===== src/rtl/mod_addsub_lanes.sv =====
// mod_addsub_lanes: multi-lane modular adder/subtractor for the NTT datapath.
// Three register stages (raw result, select flag, final result) advance
// together under a single downstream-driven enable. This lets the block sit
// between the scheduler and memory write-back with no extra stall logic.
module mod_addsub_lanes #(
    parameter int DATA_WIDTH = 12,
    parameter int MODULUS    = 3329,
    parameter int LANES      = 4,
    parameter int TAG_WIDTH  = 4
) (
    input  logic                          clk,
    input  logic                          rst,
    input  logic                          in_valid,
    output logic                          in_ready,
    input  logic                          in_op,
    input  logic [TAG_WIDTH-1:0]          in_tag,
    input  logic [LANES*DATA_WIDTH-1:0]   in_a,
    input  logic [LANES*DATA_WIDTH-1:0]   in_b,
    output logic                          out_valid,
    input  logic                          out_ready,
    output logic [LANES*DATA_WIDTH-1:0]   out_result,
    output logic                          out_op,
    output logic [TAG_WIDTH-1:0]          out_tag,
    output logic                          busy
);

    // One extra bit keeps the carry of an add and the borrow of a subtract.
    localparam int SW = DATA_WIDTH + 1;
    localparam logic [SW-1:0] MOD_EXT = SW'(MODULUS);

    logic adv;

    logic                                 s1ValidQ, s1ValidD;
    logic                                 s1OpQ, s1OpD;
    logic [TAG_WIDTH-1:0]                 s1TagQ, s1TagD;
    logic [LANES-1:0][SW-1:0]             s1SumQ, s1SumD;
    logic [LANES-1:0][DATA_WIDTH-1:0]     s1AltQ, s1AltD;

    logic                                 s2ValidQ, s2ValidD;
    logic                                 s2OpQ, s2OpD;
    logic [TAG_WIDTH-1:0]                 s2TagQ, s2TagD;
    logic [LANES-1:0][DATA_WIDTH-1:0]     s2SumQ, s2SumD;
    logic [LANES-1:0][DATA_WIDTH-1:0]     s2AltQ, s2AltD;
    logic [LANES-1:0]                     s2SelQ, s2SelD;

    logic                                 outValidQ, outValidD;
    logic                                 outOpQ, outOpD;
    logic [TAG_WIDTH-1:0]                 outTagQ, outTagD;
    logic [LANES-1:0][DATA_WIDTH-1:0]     outResultQ, outResultD;

    // The whole pipe moves whenever the output slot is empty or being drained,
    // so bubbles are only squeezed out while nothing is waiting downstream.
    assign adv      = !outValidQ || out_ready;
    assign in_ready = adv;

    assign out_valid  = outValidQ;
    assign out_op     = outOpQ;
    assign out_tag    = outTagQ;
    assign out_result = outResultQ;
    assign busy       = s1ValidQ | s2ValidQ | outValidQ;

    // Stage 1 next state: raw lane sum or difference plus its modulus-corrected twin.
    always_comb begin
        logic [SW-1:0] aW;
        logic [SW-1:0] bW;
        logic [SW-1:0] rawW;
        logic [SW-1:0] altW;
        s1ValidD = s1ValidQ;
        s1OpD    = s1OpQ;
        s1TagD   = s1TagQ;
        s1SumD   = s1SumQ;
        s1AltD   = s1AltQ;
        aW       = '0;
        bW       = '0;
        rawW     = '0;
        altW     = '0;
        if (adv) begin
            s1ValidD = in_valid;
            s1OpD    = in_op;
            s1TagD   = in_tag;
            for (int i = 0; i < LANES; i++) begin
                aW = {1'b0, in_a[i*DATA_WIDTH +: DATA_WIDTH]};
                bW = {1'b0, in_b[i*DATA_WIDTH +: DATA_WIDTH]};
                if (in_op) begin
                    rawW = aW - bW;
                    altW = rawW + MOD_EXT;
                end else begin
                    rawW = aW + bW;
                    altW = rawW - MOD_EXT;
                end
                s1SumD[i] = rawW;
                s1AltD[i] = altW[DATA_WIDTH-1:0];
            end
        end
    end

    // Stage 2 next state: decide per lane whether the corrected value is the answer.
    always_comb begin
        s2ValidD = s2ValidQ;
        s2OpD    = s2OpQ;
        s2TagD   = s2TagQ;
        s2SumD   = s2SumQ;
        s2AltD   = s2AltQ;
        s2SelD   = s2SelQ;
        if (adv) begin
            s2ValidD = s1ValidQ;
            s2OpD    = s1OpQ;
            s2TagD   = s1TagQ;
            s2AltD   = s1AltQ;
            for (int i = 0; i < LANES; i++) begin
                s2SumD[i] = s1SumQ[i][DATA_WIDTH-1:0];
                if (s1OpQ) begin
                    s2SelD[i] = s1SumQ[i][DATA_WIDTH];
                end else begin
                    s2SelD[i] = (s1SumQ[i] >= MOD_EXT);
                end
            end
        end
    end

    // Stage 3 next state: pick the final lane values; held while the consumer stalls.
    always_comb begin
        outValidD  = outValidQ;
        outOpD     = outOpQ;
        outTagD    = outTagQ;
        outResultD = outResultQ;
        if (adv) begin
            outValidD = s2ValidQ;
            outOpD    = s2OpQ;
            outTagD   = s2TagQ;
            for (int i = 0; i < LANES; i++) begin
                outResultD[i] = s2SelQ[i] ? s2AltQ[i] : s2SumQ[i];
            end
        end
    end

    // All pipeline state; reset drops every in-flight transaction at once.
    always_ff @(posedge clk or posedge rst) begin
        if (rst) begin
            s1ValidQ   <= 1'b0;
            s1OpQ      <= 1'b0;
            s1TagQ     <= '0;
            s1SumQ     <= '0;
            s1AltQ     <= '0;
            s2ValidQ   <= 1'b0;
            s2OpQ      <= 1'b0;
            s2TagQ     <= '0;
            s2SumQ     <= '0;
            s2AltQ     <= '0;
            s2SelQ     <= '0;
            outValidQ  <= 1'b0;
            outOpQ     <= 1'b0;
            outTagQ    <= '0;
            outResultQ <= '0;
        end else begin
            s1ValidQ   <= s1ValidD;
            s1OpQ      <= s1OpD;
            s1TagQ     <= s1TagD;
            s1SumQ     <= s1SumD;
            s1AltQ     <= s1AltD;
            s2ValidQ   <= s2ValidD;
            s2OpQ      <= s2OpD;
            s2TagQ     <= s2TagD;
            s2SumQ     <= s2SumD;
            s2AltQ     <= s2AltD;
            s2SelQ     <= s2SelD;
            outValidQ  <= outValidD;
            outOpQ     <= outOpD;
            outTagQ    <= outTagD;
            outResultQ <= outResultD;
        end
    end

endmodule

===== config.mk =====
export PLATFORM = sky130hd
export DESIGN_NAME = mod_addsub_lanes
export DESIGN_NICKNAME = d
export VERILOG_FILES = /design/src/rtl/mod_addsub_lanes.sv
export SDC_FILE = /design/constraint.sdc
export NUM_CORES = 1
export LEC_CHECK = 0
export CAP_MARGIN = 20
export CORE_UTILIZATION = 35
export CTS_CLUSTER_SIZE = 12
export DETAILED_ROUTE_END_ITERATION = 7
export SLEW_MARGIN = 10
export SYNTH_ARGS = -nofsm -noshare
export SYNTH_HDL_FRONTEND = slang
export SYNTH_SLANG_ARGS = --single-unit

===== constraint.sdc =====
create_clock -name clk -period 8.45 [get_ports clk]
set_input_delay 1.69 -clock clk [delete_from_list [all_inputs] [get_ports clk]]
set_output_delay 1.69 -clock clk [all_outputs]
set_load 0.02 [all_outputs]

==> qor.yml <==
sta:
  rsz0062_at_grt: "false"
  worst_pin_slew_ns: 1.07
  relSlewSlack_pct: 28.6
  finClkSkew_ns: 0.0111
  fmax_ghz: 0.178
  setup_ws_ns: 2.84
  layout_worst_path_cycle_share_pct: 66.4
  fin_setup_tns_ns: 0
  slew_viol_final: 0
  hold_slack_ns: 0.461
  setup_viol: 0
  hold_violations: 0
  min_period_ns: 5.61
critical_path:
  reg2reg_to: "s1AltQ[35]$_DFFE_PP0P_"
  crit_slowest_cell: "clkdlybuf4s50_1"
  path_cells: "clkdlybuf4s50_1 -> nor2b_4 -> buf_4 -> inv_6 -> clkdlybuf4s50_1"
  r2r_slack_ns: 5.46
  worstRegToRegCells: 8
  reg2reg_from: "out_valid$_DFFE_PP0P_"
  arrival_ns: 3.92
  critical-path-top-delay-family: "buffers and inverters"
  start_kind: "input port"
  cp.required_ns: 6.76
  worstSetupPathType: "input port to output pin"
  worst-path-buf-inv: 4
  cpPeakStageDelay_ns: 0.64
  end_kind: "output pin"
  critical_path.max_fanout: 78
  crit_top_cell: "clkdlybuf4s50_1"
global_route:
  antenna_found_initial: 1
  globalRouteOverflowTotal: 0
  grt_pass1_vias: 13000
  grt_pass1_wl_um: 69900
  grtUsageTotal_pct: 17.0
  grt_max_degree: 214
clock_network:
  cts_buffers: 27
  clk_transition_reported_paths_ns: 0.06
  cts_hold_buf: 0
  post-cts-setup-buffers: 0
  cts_tree: "done"
  cts.repair.resized: 0
  clkLatencyLatePin_ns: 0.53
  clockBufferDepth: 3
  root_buffer: "clkbuf_16"
  h-tree-depth: 1
  cts.sinks: 266
final_layout:
  utilization_pct: 41.2
  nets: 2350
  layout_commonest_cell: "nand2_1"
  fin_cells: 2806
  area_growth_pct: 16.3
  stdcell_area_um2: 20100
  layout_common_cells: "472 x nand2_1, 266 x dfrtp_1, 161 x nor2_1"
  drive_above_1_share_pct: 4.58
place:
  place_ws_ns: 2.86
  place.gp.congestion: 0.845
  placed_cells: 2768
  portBuffers: 160
  place_area_um2: 19400
  place_hpwl_um: 32600
yosys:
  synthesis.nets: 2255
  synth_ff_type: "dfrtp_1"
  yosys_warnings: 0
  postSynthCellCount: 2038
  ys_seq_area_share_pct: 38.5
  ys_seq_elements: 266
  synth_edf_count: 0
  ys_types: 90
  syn_area_um2: 17300
  async_flop_share_pct: 100
  avgSynthCellArea_um2: 8.48
worst_hold_path:
  hold_start: "s2SumQ[43]$_DFFE_PP0P_"
  min_to: "s2SumQ[43]$_DFFE_PP0P_"
  worstHoldPathType: "flip-flop to flip-flop"
  min_path_cells: 2
floorplanning:
  rows: 81
  die_area_um2: 50300
  die_y_um: 224
  io_pins: 161
  start_util_pct: 35.4
  coreArea_um2: 48800
  die_w_um: 224
drt:
  viasPerCell: 4.97
  drc: 0
  drt_iter0_markers: 1036
  wire_per_inst_um: 15.3
  dr.pass1.iters: 7
  vias: 13900
  finalWirelength_um: 43000
  postRouteAntennaNets: 0
pwr:
  ir_drop_mv: 0.133
  total_power_mw: 5.38
  p_per_area_nw_per_um2: 267
  power.leakage_nw: 9.13
run_status:
  status: "finished clean"
run:
  cap_viol_max_count: 0
[metal layers]
| layer | share of wire (%) | vias to the layer above | wire length [µm] | global-route usage, % |
|---|---|---|---|---|
| li1 | - | 7045 | - | - |
| met1 | 55 | 6560 | 23600 | 28.3 |
| met2 | 39 | 304 | 17000 | 23.1 |
| met3 | 4.2 | 38 | 1790 | 1.47 |
| met4 | 1.5 | 0 | 652 | 3.60 |
| met5 | 0 | - | 0 | 0 |
[sequential cells by signal (all words and copies together), names as in the netlist, 4 cells and up]
name	cells
s1SumQ	52
out_result	48
s1AltQ	48
s2AltQ	48
s2SumQ	48
out_tag	4
s1TagQ	4
s2SelQ	4
s2TagQ	4
[power by group]
group / switching, mW / leakage (nW) / total [mW] / internal (mW)
logic: 1.22 / 5.61 / 2.11 / 0.895
clock network: 0.467 / 0.371 / 1.07 / 0.599
registers: 0.386 / 3.14 / 2.20 / 1.81
[final cells by class]
class,instances,area [µm²]
well taps,664,831
multi-input cells,1560,9760
repair buffers,169,1690
fillers,4948,28700
flip-flops and latches,266,6660
clock buffers,34,732
diodes,1,2.50
clock inverters,3,18.8
inverters,109,418
[synth_stat cells, drive strengths merged, types with 3 or more instances]
master     n  share of area (%)
a2111oi   10               0.74
a211o      6               0.30
a211oi    18               0.87
a21boi     4               0.22
a21o      13               0.56
a21oi    132                3.9
a221o      8               0.46
a221oi    10               0.54
a311oi     4               0.24
a31oi      6               0.22
and2       6               0.23
and3      15               0.54
buf       25               0.96
clkbuf    78                1.7
dfrtp    266                 39
fa         8               0.93
ha       104                7.5
inv      108                2.3
mux2      10               0.65
mux2i     73                4.2
nand2    472                 10
nand2b    19               0.69
nand3     19               0.55
nand4      5               0.18
nand4b     3               0.15
nor2     161                3.5
nor2b     17               0.62
nor3      37                1.1
nor3b      7               0.33
nor4      16               0.74
o211ai    16               0.72
o21a       9               0.39
o21ai    132                3.9
o21bai    12               0.52
o22ai      3               0.11
o311ai     4               0.29
o31a       5               0.25
o31ai     11               0.51
or2        6               0.22
or3       16               0.64
or4        4               0.17
xnor2     94                5.1
xor2      45                2.3
[cell families (layout without fill, tap and decap cells)]
family                     after synthesis  in the layout  synth area share (%)
DFF                                    266            266                  38.5
xor gates and xnor gates               139            139                  7.37
buffers and inverters                  212            315                  5.07
and+or+nand+nor                        811            811                  20.3
AOI/OAI and AO/OA                      415            415                  15.4
muxes                                   83             83                  4.88
other                                    0              1                     0
adders and majority gates              112            112                  8.46
[worst min-delay path, cell delays in order (launching register included)]
cell     delay (ns)
dfrtp_1        0.33
nand2_1        0.05
nand2_1        0.05
[worst max path at each step]
stage | startpoint | endpoint | slack [ns] | cells past startpoint
2_1_floorplan | rst | out_op$_DFFE_PP0P_ | 3.25 | 1
3_3_place_gp | out_ready | in_ready | 2.85 | 5
3_5_place_dp | out_ready | in_ready | 2.86 | 5
4_1_cts | out_ready | in_ready | 2.86 | 5
5_1_grt | out_ready | in_ready | 2.73 | 5
6_report | out_ready | in_ready | 2.84 | 5
(Power assumes the default switching activity.)
